## src/rtl/demux_scheduler.sv

```systemverilog
`default_nettype none
// ============================================================================
// Module      : demux_scheduler
// Description : Round-robin arbiter over 8 request lines. It grants one
//               channel at a time and routes the serial input in_a to the
//               granted output bit for up to HOLD cycles.
// Revision    : 1.0 - initial release
// ============================================================================
module demux_scheduler #(
    parameter int HOLD = 4
) (
    input  logic       clk,
    input  logic       rst,
    input  logic [7:0] req,
    input  logic       in_a,
    output logic [2:0] s,
    output logic [7:0] out_a,
    output logic [7:0] grant,
    output logic       busy,
    output logic       done
);

    localparam logic [1:0] c_IDLE  = 2'd0;
    localparam logic [1:0] c_SERVE = 2'd1;
    localparam logic [1:0] c_DONE  = 2'd2;

    // Count value on the final SERVE cycle of a full-length hold
    localparam logic [3:0] c_LAST  = 4'(HOLD - 1);

    logic [1:0] r_state;
    logic [2:0] r_ptr;
    logic [2:0] r_s;
    logic [3:0] r_cnt;
    logic [7:0] r_grant;

    logic [2:0] w_winner;
    logic [2:0] w_idx;
    logic       w_found;

    // Round-robin search: the first requesting channel starting at r_ptr, with wrap
    always_comb begin
        w_winner = 3'd0;
        w_idx    = 3'd0;
        w_found  = 1'b0;
        for (int i = 0; i < 8; i++) begin
            w_idx = r_ptr + 3'(i);
            if (!w_found && req[w_idx]) begin
                w_winner = w_idx;
                w_found  = 1'b1;
            end
        end
    end

    // Grant FSM: IDLE arbitrates, SERVE holds the grant, DONE advances the pointer
    always_ff @(posedge clk or posedge rst) begin
        if (rst) begin
            r_state <= c_IDLE;
            r_ptr   <= 3'd0;
            r_s     <= 3'd0;
            r_cnt   <= 4'd0;
            r_grant <= 8'h00;
        end else begin
            case (r_state)
                c_IDLE: begin
                    if (w_found) begin
                        r_state <= c_SERVE;
                        r_s     <= w_winner;
                        r_grant <= 8'h01 << w_winner;
                        r_cnt   <= 4'd0;
                    end else begin
                        r_grant <= 8'h00;
                    end
                end
                c_SERVE: begin
                    // A dropped request on the served channel releases it early
                    if (!req[r_s] || (r_cnt == c_LAST)) begin
                        r_state <= c_DONE;
                        r_grant <= 8'h00;
                    end else begin
                        r_cnt <= r_cnt + 4'd1;
                    end
                end
                c_DONE: begin
                    r_state <= c_IDLE;
                    r_ptr   <= r_s + 3'd1;
                end
                default: begin
                    r_state <= c_IDLE;
                    r_grant <= 8'h00;
                end
            endcase
        end
    end

    assign s     = r_s;
    assign grant = r_grant;
    assign busy  = (r_state != c_IDLE);
    assign done  = (r_state == c_DONE);
    assign out_a = (r_state == c_SERVE) ? ({7'b0, in_a} << r_s) : 8'h00;

endmodule
`default_nettype wire

```

## config.mk

```make
export PLATFORM = sky130hd
export DESIGN_NAME = demux_scheduler
export DESIGN_NICKNAME = d
export VERILOG_FILES = /design/src/rtl/demux_scheduler.sv
export SDC_FILE = /design/constraint.sdc
export NUM_CORES = 1
export LEC_CHECK = 0
export ABC_AREA = 1
export BUFFER_PORTS_ARGS = -buffer_cell sky130_fd_sc_hd__clkbuf_2
export CELL_PAD_IN_SITES_DETAIL_PLACEMENT = 0
export CELL_PAD_IN_SITES_GLOBAL_PLACEMENT = 1
export CORE_MARGIN = 8
export CORE_UTILIZATION = 25
export DETAILED_ROUTE_END_ITERATION = 8
export PLACE_DENSITY_LB_ADDON = 0.1
export SETUP_SLACK_MARGIN = 0.1
export SLEW_MARGIN = 20
export SYNTH_ARGS = -nofsm -noshare
export SYNTH_HDL_FRONTEND = slang
export SYNTH_SLANG_ARGS = --single-unit
```

## constraint.sdc

```tcl
create_clock -name clk -period 2.3 [get_ports clk]
set_input_delay 0.46 -clock clk [delete_from_list [all_inputs] [get_ports clk]]
set_output_delay 0.46 -clock clk [all_outputs]
set_load 0.005 [all_outputs]
```

# Yosys cells after proc, flatten, opt, wreduce, memory -nomap -nowiden
# Index checks and enable logic that the tools add are counted.
# Widths: inputs -> output; s select.
[totals] n_memories=0 register_bits=20 output_inout_bits=21 latchBits=0 in_bits=11 mem_bits_rw=0 rom_bits=0
[op_classes] div=0 addsub=9 n_mul=0 n_mux=44 n_lt_le_gt_ge=9 eq_ne=6 bitwise_logic=1 n_shift=2 n_reduce_logical=23
[ops] operator="$lt 3x4->1 const B" count=9
[ops] operator="$bmux 1 s3" count=9
[ops] operator="$mux 3" count=8
[ops] operator="$mux 8" count=3
[ops] operator="$pmux 8 s3" count=1
[ops] operator="$mux 1" count=17
[ops] operator="$add 3x3->3 const B" count=4
[ops] operator="$logic_not 1->1" count=8
[ops] operator="$mux 4" count=2
[ops] operator="$pmux 4 s2" count=1
[ops] operator="$shl 1x3->8" count=1
[ops] operator="$shl 1x3->8 const A" count=1
[ops] operator="$logic_and 1x1->1" count=7
[ops] operator="$add 3x1->3 const B" count=2
[ops] operator="$add 3x2->3 const B" count=2
[ops] operator="$ne 2x2->1 const B" count=3
[ops] operator="$reduce_and 2->1" count=3
[ops] operator="$add 4x1->4 const B" count=1
[ops] operator="$eq 4x2->1 const B" count=1
[ops] operator="$mux 2" count=2
[ops] operator="$pmux 2 s2" count=1
[ops] operator="$reduce_bool 2->1" count=2
[ops] operator="$reduce_and 3->1" count=1
[ops] operator="$eq 2x1->1 const B" count=1
[ops] operator="4 further kinds" count=4

# Depth between registers and ports, before layout
# Gate-level depths: netlist of run 1.
[logic_depth] word_depth=27 depth_mapped=20 mapped_depth_nobuf=18

# Worst setup path before layout of run 1
# Ideal clock, no wire load.
[synth_path] path_type="register to register" from="register r_ptr[0]" to="register r_grant[2], in the netlist grant[2]" stages_incl_launch_ff=19 path_buffers=2 t_arrival_ns=2.357 setup_slack_ns=-0.174 setup_time_ns=0.116 t_required_ns=2.184 path_cell_list="dfrtp_1 buf_4 inv_4 buf_8 ha_1 inv_2 nand3_2 nand3_2 nand2_4 nor2_8 nand4_4 nor2_4 nand3b_1 nand2_2 inv_2 nand3_2 inv_2 nand2_1 nand2_1"
[synth_between] elab_chain_len=27
[synth_rtl] item="from (decl)" line_no="31" text="logic [2:0] r_ptr;"
[synth_rtl] item="from (signal assigned)" line_no="85" text="r_ptr <= r_s + 3'd1;"
[synth_rtl] item="parallel branches: the longest is 25 deep, another holds $add 3x1->3"
[synth_rtl] item="$mux 8 *" line_no="65" text="if (w_found) begin"
[synth_rtl] item="$pmux 8 s3 *" line_no="63" text="case (r_state)"
[synth_rtl] item="to (signal assigned)" line_no="68" text="r_grant <= 8'h01 << w_winner;"
[synth_rtl] item="to (decl)" line_no="34" text="logic [7:0] r_grant;"
# Mark *: on every way between the ends. The select of a mux whose other input is x is not followed.
# A chain may end at the register's enable or synchronous reset.

# Worst setup path after layout of run 1
[layout_path] from="register r_ptr[0]" to="register r_grant[4], in the netlist grant[4]"
# The elaborated chain is that of the path after synthesis.

==> results by group, run 1 <==
Outcome
  – Status: finished clean

Detailed routing
  – # DRC: 0
  – Antenna viol nets, final: 0
  – Via/cell ratio: ~4.4
  – Wire length per cell: 13.5 µm
  – First-pass DRT Iterations: 4
  – Via count: 2003
  – 1st-iter DRT viols: 56
  – Routed WL: 6090 µm

Clocking
  – CTS Buffer Depth: 2
  – Clock sinks: 20
  – Clk_lat worst skew: 0.26 ns
  – CTS root buffer: clkbuf_8
  – CTS Buf Count: 3
  – Clock-pin slew on the worst setup and hold paths: ~0.08 ns
  – CTS tree: yes
  – Hold Buf Count CTS: 0
  – Deepest level of the CTS H-tree: 1

Timing
  – Clock skew: 0.00707 ns
  – Final Hold Violating Endpoints: 0
  – Setup TNS: 0 ns
  – Final cycle utilization of the critical path: 0.988
  – Peak Freq: 440 MHz
  – Setup ws final: 0.0265 ns
  – Relative slew slack: 0.473
  – Fin. max-slew vios: 0
  – Setup violators final: 0
  – RSZ-0062 raised after global routing: yes
  – Fin crit period: 2.27 ns
  – Slew @ Worst Pin: slightly below 0.8 ns

Yosys
  – Post-Synth XOR/XNOR Area: 0.0361
  – Syn avg cell area: 7.05 µm²
  – Synth warn: 0
  – Count of different cell masters after synthesis: 32
  – Post-Synth Simple-Gate Area: 0.503
  – Synth Instances: between 200 and 300
  – Flop and latch count out of synthesis: 20
  – Largest family of logic cells by synthesized area: simple AND/OR/NAND/NOR gates
  – Compound-Gate Fraction of Synth Area: 0.0894
  – Synthesized-area fraction occupied by adder cells: 0.0263
  – Mapped Nets: 285
  – Synthesized cell area: 0.00190 mm²
  – Mux contribution to synthesized area: 0
  – Sequential fraction of the synthesis area: 0.263

Floorplan
  – Core ar.: approximately 0.0076 mm²
  – I/O Pins: 32
  – Placement row count: 32
  – Die area: 0.0107 mm²
  – Initial Util: 0.252
  – Die X: roughly 100 µm
  – Die H: 103 µm

Min path
  – Path category of the worst min-delay check: in -> async

Setup path
  – Type of the worst setup path: reg -> reg
  – WP data arrival: 2.48 ns
  – Setup crit end kind: flip-flop
  – Setup crit start kind: flip-flop
  – R2r worst-path depth: 16
  – CP Max Fanout: 6
  – Worst path required time: approximately 2.5 ns

Final layout
  – Register area: slightly above 500 µm²
  – Layout cells sized above 1: 0.454
  – Multi-input logic area: 0.00142 mm²
  – Area growth from synthesis to layout: 46.4%
  – Final net count: 366
  – Filler cells: around 800
  – Ant diodes: 0
  – Final core occ: 0.368

Placement
  – GP Congestion: about 0.8
  – Dpl hpwl: 4940 µm
  – IO buf count: 31
  – Setup WS pre-CTS: -0.105 ns

GRT
  – GRT Util Overall: 0.123
  – First-pass GRT wire length: 10300 µm
  – Initial antenna violation count: 0
  – Largest net degree at the start of global routing: 21
  – Number of global-route vias before repair: 2157
  – Final global-route overflow total: 0

Flow run
  – Max-cap viol count: 0
-- registers in the layout, summed over array words and instances (netlist names) --
register	flops
grant	8
r_cnt	4
r_ptr	3
s	3
r_state	2
-- cell usage after synthesis --
library cell | number | area share
a21oi_1 | 2 | 0.0053
a31oi_4 | 1 | 0.011
buf_4 | 3 | 0.012
buf_8 | 1 | 0.0079
dfrtp_1 | 20 | 0.26
ha_1 | 4 | 0.026
inv_1 | 24 | 0.047
inv_2 | 6 | 0.012
inv_4 | 1 | 0.0033
nand2_1 | 64 | 0.13
nand2_2 | 9 | 0.030
nand2_4 | 8 | 0.047
nand3_1 | 37 | 0.097
nand3_2 | 13 | 0.068
nand3_4 | 1 | 0.0092
nand3b_1 | 1 | 0.0039
nand4_1 | 6 | 0.020
nand4_4 | 1 | 0.011
nor2_1 | 33 | 0.065
nor2_2 | 2 | 0.0066
nor2_4 | 1 | 0.0059
nor2_8 | 1 | 0.011
nor3_1 | 1 | 0.0026
o2111ai_2 | 1 | 0.0079
o211ai_1 | 1 | 0.0039
o21ai_0 | 11 | 0.029
o21ai_1 | 6 | 0.016
o21bai_1 | 3 | 0.012
o221ai_1 | 1 | 0.0046
xnor2_1 | 3 | 0.014
xor2_1 | 3 | 0.014
xor2_2 | 1 | 0.0085
-- critical path: stages, from the launching register on --
cell     delay, ns
dfrtp_2       0.44
inv_4         0.09
ha_4          0.24
inv_6         0.10
nand3_4       0.08
nand3_4       0.10
nand2_4       0.07
buf_4         0.13
nand3_1       0.07
nand2_1       0.06
nor2_2        0.13
nand3_1       0.11
nor2_1        0.13
nand3_2       0.15
nor2_2        0.14
nand3_1       0.08
nand2_1       0.09
-- repair_timing --
item,4_1_cts,5_1_grt
gates resized for setup,8,35
pin swaps,8,20
buffers inserted,8,6
endpoints found under the setup margin,17,17
hold endpoints to repair,0,0
-- cells in the final DEF (no fill, tap or decap), drive strengths merged --
master | netlist | routed
bufinv | 0 | 1
xnor2 | 3 | 3
dfrtp | 20 | 20
inv | 31 | 31
nand2 | 81 | 81
nor3 | 1 | 1
o211ai | 1 | 1
nand3 | 51 | 51
nor2 | 37 | 37
o221ai | 1 | 1
o21ai | 17 | 17
o21bai | 3 | 3
ha | 4 | 4
nand3b | 1 | 1
a21oi | 2 | 2
xor2 | 4 | 4
o2111ai | 1 | 1
a31oi | 1 | 1
buf | 4 | 49
nand4 | 7 | 7
clkbuf | 0 | 34
-- kinds of logic after synthesis --
family                   count (synthesis)
XOR/XNOR                                 7
flip-flops                              20
adder cells (fa/ha/maj)                  4
AND/OR/NAND/NOR                        178
AO/OA/AOI/OAI                           26
buffers and inverters                   35
-- metrics by stage --
stage          hold slack (ns)  std cells  area (µm²)
6_report                 0.310        452        2790
5_1_grt                  0.383        452        2790
4_1_cts                  0.347        446        2620
3_5_place_dp             0.472        434        2450
3_3_place_gp             0.469        434        2450
2_1_floorplan            0.424        270        1950
-- per-layer routing --
metal / part of all wire / GRT usage
met1: 0.44 / 0.140
met2: 0.52 / 0.231
met3: 0.017 / 0.0134
met4: 0.022 / 0.0412
met5: 0 / 0
-- worst paths after layout --
kind / start / to / slack (ns)
setup / recovery: r_ptr[0] / grant[4] / 0.03
hold reg to reg: grant[2] / grant[2] / 0.49
min in group clk: grant[2] / grant[2] / 0.49
max in group asynchronous: rst / r_ptr[0] / 1.44
setup reg to reg: r_ptr[0] / grant[4] / 0.03
hold / removal: rst / grant[4] / 0.31
-- cell type report --
class	count	area share
multi-input cells	215	0.510
repair buffers	80	0.193
flip-flops and latches	20	0.180
well taps	102	0.0458
inverters	31	0.0453
clock buffers	3	0.0148
clock inverters	1	0.0108
Power of run 1 is not shown: default switching activity piles up to over one toggle a cycle in this logic, so the estimate is an artifact.
==> inputs of run 2 (changes only) <==
--- a/config.mk
+++ b/config.mk
@@ -12,6 +12,7 @@
 export CORE_MARGIN = 8
 export CORE_UTILIZATION = 25
 export DETAILED_ROUTE_END_ITERATION = 8
+export GPL_TIMING_DRIVEN = 0
 export PLACE_DENSITY_LB_ADDON = 0.1
 export SETUP_SLACK_MARGIN = 0.1
 export SLEW_MARGIN = 20
==> run 2 against run 1 <==
  * The flow now finishes with violations (negative setup slack)
  * First-iteration DRC count increased by 70%
  * Die area is the same
  * Sequential share of layout area is 1.7 points higher
  * Highest routed layer unchanged
==> results by group, run 2 (synthesis results as in run 1) <==
Clocking
  – Deepest level of the CTS H-tree: 1 (unchanged)
  – Clk_lat worst skew: 0.25 ns (about the same)
  – CTS tree: yes
  – Clock sinks: 20 (unchanged)
  – Clock-pin slew on the worst setup and hold paths: 0.07 ns (about the same)
  – CTS Buffer Depth: 2 (unchanged)
  – CTS Buf Count: 3 (unchanged)
  – CTS root buffer: clkbuf_8

Flow run
  – Max-cap viol count: 0 (unchanged)

Floorplan
  – I/O Pins: 32 (unchanged)
  – Placement row count: 32 (unchanged)
  – Die X: 103 µm (unchanged)
  – Initial Util: 0.252 (unchanged)
  – Die area: 0.0107 mm² (unchanged)
  – Die H: 103 µm (unchanged)
  – Core ar.: 0.00757 mm² (unchanged)

Detailed routing
  – Routed WL: 5710 µm (-6.3%)
  – Antenna viol nets, final: 0 (unchanged)
  – 1st-iter DRT viols: 95 (+70%)
  – Via/cell ratio: 4.44 (+0.10%)
  – Wire length per cell: 13.5 µm (+0.35%)
  – # DRC: 0 (unchanged)
  – First-pass DRT Iterations: 5 (+1)
  – Via count: 1872 (-6.5%)

Timing
  – Slew @ Worst Pin: 0.776 ns (-0.0133 ns)
  – Final Hold Violating Endpoints: 0 (unchanged)
  – Setup TNS: -1.69 ns (-1.69 ns)
  – Setup violators final: 17 (+17)
  – Relative slew slack: 0.482 (+0.00889)
  – Setup ws final: -0.150 ns (-0.177 ns)
  – Peak Freq: 408 MHz (-7.2%)
  – Final cycle utilization of the critical path: 1.07 (+0.0769)
  – Clock skew: 0.00261 ns (-0.00446 ns)
  – Fin crit period: 2.45 ns (+0.177 ns)
  – Fin. max-slew vios: 0 (unchanged)
  – RSZ-0062 raised after global routing: yes

Setup path
  – Setup crit start kind: flip-flop
  – Worst path required time: 2.45 ns (-0.06 ns)
  – CP Max Fanout: 7 (+1)
  – WP data arrival: 2.60 ns (+0.12 ns)
  – Setup crit end kind: flip-flop
  – CP cell instances: buf_6 -> inv_4 -> buf_12 -> ha_4 -> nand3_1 -> nand2_2 -> nand2_1 -> nand2_2 -> nand4_4 -> nor2_4 -> nand3b_1 -> nand2_2 -> inv_4 -> nand3_4 -> inv_2 -> nand2_1 -> nand2_1
  – Critical-path top delay cell: dfrtp_1
  – CP max stage delay: 0.36 ns (-0.08 ns)
  – Type of the worst setup path: reg -> reg

GRT
  – Number of global-route vias before repair: 1980 (-8.2%)
  – First-pass GRT wire length: 9580 µm (-7.2%)
  – Initial antenna violation count: 0 (unchanged)
  – Largest net degree at the start of global routing: 21 (unchanged)
  – GRT Util Overall: 0.114 (-0.00853)
  – Final global-route overflow total: 0 (unchanged)

Placement
  – GP Congestion: 0.747 (-5.4%)
  – Dpl hpwl: 4580 µm (-7.2%)
  – IO buf count: 31 (unchanged)

Final layout
  – Area growth from synthesis to layout: 32.9%
  – Most common cell after layout, fill and taps aside: nand2_1
  – Final net count: 337 (-7.9%)
  – Ant diodes: 0 (unchanged)
  – Commonest non-fill, non-tap cells in the layout: 55 x nand2_1, 32 x nand3_1, 31 x clkbuf_2
  – Largest register FFs: 8 (unchanged)
  – Layout cells sized above 1: 0.388 (-0.0668)

Outcome
  – Status: finished with violations
  – Failing checks: negative setup slack

Min path
  – Path category of the worst min-delay check: in -> async
==> run 2: changes by cell type in the layout (fill, tap and decap cells not counted), sizes merged <==
cell	change
buf	-29
bufinv	-1
==> run 2: layout make-up <==
| class | instances | area, µm² |
|---|---|---|
| plain buffers | 4 | 50.0 |
| flip-flops and latches | 20 | 500 |
| fillers | 824 | 5040 |
| inverters | 31 | 136 |
| multi-input cells | 215 | 1400 |
| repair buffers | 47 | 275 |
| well taps | 102 | 128 |
| clock buffers | 3 | 41.3 |
==> run 2: timing repair <==
action,in CTS,in global routing
gates cloned,0,0
gates resized for setup,22,14
endpoints found under the setup margin,17,17
hold buffers,0,0
setup buffers,15,1
pin swaps,16,9
==> run 2: metrics by stage <==
step	instance area, µm²	setup slack [ns]	util	hold WS (ns)	cells
after floorplan	1950	0.0246	-	0.424	270
after global placement	2240	-0.461	0.295	0.468	403
after detailed placement	2240	-0.439	0.295	0.464	403
after CTS	2470	-0.144	0.327	0.350	421
after global routing	2530	-0.341	0.334	0.399	422
final	2530	-0.150	0.334	0.317	422
==> run 2: layer usage <==
layer  share of wire  wire [µm]  vias up  global-route usage
li1                -          -      984                   -
met3           0.019        108        6              0.0141
met2            0.52       2970       18               0.212
met5               0          0        -                   0
met1            0.45       2560      864               0.134
met4           0.011         61        0              0.0311
==> run 2: worst paths after layout <==
check	start	endpoint	slack (ns)	cells past startpoint
setup / recovery	r_ptr[0]	grant[2]	-0.15	17
min in group clk	grant[2]	grant[2]	0.48	2
max in group asynchronous	rst	r_ptr[2]	1.50	2
hold reg to reg	grant[2]	grant[2]	0.48	2
setup reg to reg	r_ptr[0]	grant[2]	-0.15	17
hold / removal	rst	grant[4]	0.32	2
==> run 2: worst max-delay path: cells and delay by family, from the launching register on <==
family / cells / cell delay [ns]
adder cells (fa/ha/maj): 1 / 0.36
buffers and inverters: 5 / 0.39
flip-flops: 1 / 0.36
AND/OR/NAND/NOR: 11 / 1.22
Power of run 2 is left out for the same reason.
